**src/rtl/reaction_pkg.sv**
```systemverilog
// Shared types and constants for the reaction-timer result display.
package reaction_pkg;

  typedef enum logic [1:0] {
    ST_IDLE    = 2'd0,
    ST_CONVERT = 2'd1,
    ST_SHOW    = 2'd2
  } state_t;

  localparam int          NUM_DIGITS  = 4;
  localparam logic [15:0] MAX_DISPLAY = 16'd9999;
  localparam logic [6:0]  SEG_BLANK   = 7'h7F;
  localparam logic [6:0]  SEG_DASH    = 7'b0111111;

  // Double-dabble correction: any nibble >= 5 gets +3 before the shift.
  function automatic logic [15:0] bcd_adjust(input logic [15:0] bcd);
    logic [15:0] res;
    for (int i = 0; i < NUM_DIGITS; i++) begin
      res[i*4 +: 4] = (bcd[i*4 +: 4] >= 4'd5) ? bcd[i*4 +: 4] + 4'd3 : bcd[i*4 +: 4];
    end
    return res;
  endfunction

endpackage

```
**src/rtl/seg7_encoder.sv**
```systemverilog
// BCD digit to active-low {g,f,e,d,c,b,a}; codes 10-15 are blank.
module seg7_encoder
  import reaction_pkg::*;
(
  input  logic [3:0] bcd,
  output logic [6:0] seg
);

  always_comb begin
    seg = SEG_BLANK;
    case (bcd)
      4'd0: seg = 7'b1000000;
      4'd1: seg = 7'b1111001;
      4'd2: seg = 7'b0100100;
      4'd3: seg = 7'b0110000;
      4'd4: seg = 7'b0011001;
      4'd5: seg = 7'b0010010;
      4'd6: seg = 7'b0000010;
      4'd7: seg = 7'b1111000;
      4'd8: seg = 7'b0000000;
      4'd9: seg = 7'b0010000;
      default: seg = SEG_BLANK;
    endcase
  end

endmodule

```
**src/rtl/reaction_display.sv**
```systemverilog
// Captures the timer result on a rising show edge, converts it to BCD one bit per cycle and
// scans it onto a 4-digit display. LEADING_ZERO_BLANK_EN blanks leading zeros of digits 3..1.
module reaction_display
  import reaction_pkg::*;
#(
  parameter int SCAN_DIV = 50000
) (
  input  logic        clk,
  input  logic        reset_n,
  input  logic        show,
  input  logic        waiting,
  input  logic [15:0] value,
  output logic [6:0]  seg,
  output logic        dp,
  output logic [3:0]  an,
  output logic        busy,
  output logic        overflow
);

  localparam int DIV_W = (SCAN_DIV > 2) ? $clog2(SCAN_DIV) : 1;

  state_t             state_q, state_d;
  logic               show_q, show_d;
  logic [15:0]        bin_q, bin_d;
  logic [15:0]        bcd_q, bcd_d;
  logic [3:0]         iter_q, iter_d;
  logic [15:0]        digits_q, digits_d;
  logic               overflow_q, overflow_d;
  logic [DIV_W-1:0]   div_cnt_q, div_cnt_d;
  logic [1:0]         idx_q, idx_d;
  logic [6:0]         seg_q, seg_d;
  logic               dp_q, dp_d;
  logic [3:0]         an_q, an_d;

  logic               start;
  logic               lz_blank;
  logic [3:0]         cur_digit;
  logic [6:0]         enc_seg;

  assign cur_digit = digits_q[{idx_q, 2'b00} +: 4];

  seg7_encoder u_enc (
    .bcd (cur_digit),
    .seg (enc_seg)
  );

  always_comb begin
    state_d    = state_q;
    show_d     = show;
    bin_d      = bin_q;
    bcd_d      = bcd_q;
    iter_d     = iter_q;
    digits_d   = digits_q;
    overflow_d = overflow_q;
    div_cnt_d  = div_cnt_q;
    idx_d      = idx_q;
    start      = show & ~show_q;

    case (state_q)
      ST_IDLE: begin
        if (start) begin
          bin_d      = (value > MAX_DISPLAY) ? MAX_DISPLAY : value;
          overflow_d = (value > MAX_DISPLAY);
          bcd_d      = '0;
          iter_d     = '0;
          state_d    = ST_CONVERT;
        end
      end
      ST_CONVERT: begin
        {bcd_d, bin_d} = {bcd_adjust(bcd_q), bin_q} << 1;
        iter_d         = iter_q + 4'd1;
        if (iter_q == 4'd15) begin
          digits_d = bcd_d;
          state_d  = ST_SHOW;
        end
      end
      ST_SHOW: begin
        if (!show) state_d = ST_IDLE;
      end
      default: state_d = ST_IDLE;
    endcase

    if (div_cnt_q == DIV_W'(SCAN_DIV - 1)) begin
      div_cnt_d = '0;
      idx_d     = idx_q + 2'd1;
    end else begin
      div_cnt_d = div_cnt_q + 1'b1;
    end

`ifdef LEADING_ZERO_BLANK_EN
    case (idx_q)
      2'd3:    lz_blank = (digits_q[15:12] == 4'd0);
      2'd2:    lz_blank = (digits_q[15:8]  == 8'd0);
      2'd1:    lz_blank = (digits_q[15:4]  == 12'd0);
      default: lz_blank = 1'b0;
    endcase
`else
    lz_blank = 1'b0;
`endif

    // Outputs are built from the current idx so seg/dp/an change on the same edge.
    if (state_q == ST_SHOW)  seg_d = lz_blank ? SEG_BLANK : enc_seg;
    else if (waiting)        seg_d = SEG_DASH;
    else                     seg_d = SEG_BLANK;
    dp_d = ~((state_q == ST_SHOW) && (idx_q == 2'd0) && overflow_q);
    an_d = ~(4'b0001 << idx_q);
  end

  always_ff @(posedge clk) begin
    if (!reset_n) begin
      state_q    <= ST_IDLE;
      show_q     <= 1'b0;
      bin_q      <= '0;
      bcd_q      <= '0;
      iter_q     <= '0;
      digits_q   <= '0;
      overflow_q <= 1'b0;
      div_cnt_q  <= '0;
      idx_q      <= '0;
      seg_q      <= SEG_BLANK;
      dp_q       <= 1'b1;
      an_q       <= 4'b1111;
    end else begin
      state_q    <= state_d;
      show_q     <= show_d;
      bin_q      <= bin_d;
      bcd_q      <= bcd_d;
      iter_q     <= iter_d;
      digits_q   <= digits_d;
      overflow_q <= overflow_d;
      div_cnt_q  <= div_cnt_d;
      idx_q      <= idx_d;
      seg_q      <= seg_d;
      dp_q       <= dp_d;
      an_q       <= an_d;
    end
  end

  assign seg      = seg_q;
  assign dp       = dp_q;
  assign an       = an_q;
  assign busy     = (state_q == ST_CONVERT);
  assign overflow = overflow_q;

endmodule

```
**config.mk**
```make
export PLATFORM = sky130hd
export DESIGN_NAME = reaction_display
export DESIGN_NICKNAME = d
export VERILOG_FILES = /design/src/rtl/reaction_pkg.sv /design/src/rtl/seg7_encoder.sv /design/src/rtl/reaction_display.sv
export SDC_FILE = /design/constraint.sdc
export NUM_CORES = 1
export LEC_CHECK = 0
export ABC_AREA = 1
export CORE_MARGIN = 2
export CORE_UTILIZATION = 45
export CTS_BUF_LIST = sky130_fd_sc_hd__clkbuf_2 sky130_fd_sc_hd__clkbuf_4 sky130_fd_sc_hd__clkbuf_8
export DETAILED_ROUTE_END_ITERATION = 10
export HOLD_SLACK_MARGIN = 0.03
export PLACE_DENSITY_LB_ADDON = 0.05
export SYNTH_ARGS = -nofsm -noshare
export SYNTH_HDL_FRONTEND = slang
export SYNTH_SLANG_ARGS = --single-unit
```
**constraint.sdc**
```tcl
create_clock -name clk -period 2.35 [get_ports clk]
set_input_delay 0.235 -clock clk [delete_from_list [all_inputs] [get_ports clk]]
set_output_delay 0.235 -clock clk [all_outputs]
set_load 0.05 [all_outputs]
```
==> out/results.ini <==
[status]
status = complete, no violations

[critical_path]
crit_required_ps = 2590
setup.worst_path.class = reg2reg
arrival_ps = 2080
endpoint_kind = register
crit_path_max_fanout = 13
startpoint_type = register

[synthesis]
avgSynthCellArea_um2 = 7.095
synth_fp_nets = 661
synth_seq_cells = 86
yosysWarnings = 0
synth_area_um2 = 4413
synthCells = 622
ys_types = 37
synth_seq_area_share_pct = 39.01

[floorplan]
start_util_pct = 45.78
core-area_um2 = 9639
die_w_um = 103.0
num_rows = 36
die_h_um = 103.0
ios = 34
dieArea_um2 = 10620

[drt]
ant_nets = 0
drt_iter0_drc = 158
drc_errors = 0
vias = 3802
firstDrtPassIters = 4
avgViaCountPerCell = 4.794
wl_um = 9183
routedWlPerCell_um = 11.58

[power_and_ir_drop]
total_power_w = 0.002739
peakVddDrop_v = 0.0003377
cellPowerDensity_nw_per_um2 = 540.6
power_leakage_nw = 2.119

[sta]
tightest_slew_ps = 494.7
period_minus_slack_ps = 1831
fmax_ghz = 0.5460
finalSetupViolCount = 0
rsz0062_at_grt = no
hold_viol = 0
period_share_pct = 77.93
slew_viol_final = 0
skew_ps = 6.731
finalSetupTns_ps = 0
max_slew_margin_pct = 66.92

[clock_tree]
cts_tree = yes
cts_resized = 0
cts_setup_buffers = 0
numCtsBuffers = 9
htree_num_levels = 3
clockRootBuffer = clkbuf_8
hold_buffers = 0
clock_path_buffers = 2
cts_sinks = 86
worstSkewPairLatency_ps = 350
clk_pin_slew_worst_paths_ps = 80

[placement]
dpl.hpwl_um = 6716
port_buffers = 33
gp_congestion = 0.8450

[flow_run]
drv_cap = 0

[cells_and_area]
syn_to_final_growth_pct = 14.83
fill_cells = 1012
nNetsFinal = 694
num_antenna_cells = 0
layout_common_cells = 159 x nand2_1, 86 x dfxtp_1, 84 x inv_1
layout-drive-gt1-share_pct = 9.394
final_common_cell = nand2_1

[grt]
grt_antenna_before_repair = 0
grt_overflow = 0
grt_pass1_wl_um = 15510
grt.total_usage_pct = 18.27
grt_pass1_vias = 3398
grt_max_degree = 27

[min_path]
hold_path.class = reg2reg

## registers in the layout, summed over array words and instances (netlist names)
| name | count |
|---|---|
| bcd_q | 16 |
| overflow | 1 |
| digits_q | 16 |
| show_q | 1 |
| dp | 1 |
| idx_q | 2 |
| bin_q | 16 |
| an | 4 |
| state_q | 2 |
| iter_q | 4 |
| seg | 7 |
| div_cnt_q | 16 |
## path summary, 6_finish.rpt
path / depth (start not counted) / start / slack (ps) / endpoint
setup / recovery: 11 / idx_q[0]$_SDFFE_PN0P_ / 520 / seg[6]$_SDFF_PN1_
hold / removal: 1 / div_cnt_q[0]$_SDFF_PP0_ / 450 / div_cnt_q[0]$_SDFF_PP0_
setup reg to reg: 11 / idx_q[0]$_SDFFE_PN0P_ / 520 / seg[6]$_SDFF_PN1_
hold reg to reg: 1 / div_cnt_q[0]$_SDFF_PP0_ / 450 / div_cnt_q[0]$_SDFF_PP0_
## critical path, cell delays in order (launching register included)
cell and delay, ps:
dfxtp_1 580, inv_4 160, nand2_1 100, nand3_1 60
nand2_1 170, inv_1 80, ha_1 180, nand3b_1 170
nand3_1 90, nand2_1 50, nand2_1 50, nand2_1 40
## metrics by stage
stage / worst slack [ps] / utilization, % / hold WS [ps] / instances / area, um^2
after floorplan: 740.4 / - / 350.9 / 622 / 4413
after global placement: 581.2 / 50.60 / 431.1 / 777 / 4877
after detailed placement: 525.1 / 50.60 / 441.4 / 777 / 4877
after CTS: 502.4 / 52.57 / 455.6 / 793 / 5067
after global routing: 369.4 / 52.57 / 482.6 / 793 / 5067
final: 518.6 / 52.57 / 449.6 / 793 / 5067
## layer usage
metal	share of wire, %	vias to the layer above	global-route usage [%]
met2	43	65	28.87
met4	0.78	0	5.567
li1	-	2032	-
met1	53	1699	25.20
met5	0	-	0
met3	3.0	6	3.661
## final cells by class
class                           count  area, um^2  area share (%)
Sequential cell                    86        1722           33.98
Timing Repair Buffer               41       412.9           8.148
Tap cell                          133       166.4           3.284
Clock buffer                       13       172.7           3.407
Multi-Input combinational cell    419        2201           43.43
Clock inverter                      3       17.52          0.3457
Inverter                           98       375.4           7.407
## cell usage after synthesis, drive strengths merged
cell	number	area, um^2
mux2i	2	32.53
nand3b	2	15.01
a21boi	1	18.77
o21ai	24	120.1
dfxtp	86	1722
nor2	56	232.7
xor2	6	52.55
o22ai	4	25.02
buf	17	107.6
clkbuf	2	7.510
nand4	13	81.33
o221ai	1	8.760
inv	98	375.4
nand3	37	220.2
or2	7	43.80
o211ai	8	60.06
ha	19	237.7
nand2	169	693.2
nor3	20	105.1
a21oi	50	254.0
## report_power, final
group	leakage, nW	switching (W)	total [W]	internal (W)
logic	1.32	0.000142	0.000236	0.0000933
registers	0.698	0.0000191	0.00151	0.00149
clock network	0.0988	0.000517	0.000998	0.000480
total	2.12	0.000679	0.00274	0.00206
## logic make-up after synthesis
family	count (synthesis)	share of synthesized area [%]
xor+xnor	6	1.191
buf+inv	117	11.11
simple gates	304	31.53
mux	2	0.7371
flops	86	39.01
fa+ha+maj	19	5.387
compound gates	88	11.03
(Power assumes the default switching activity.)
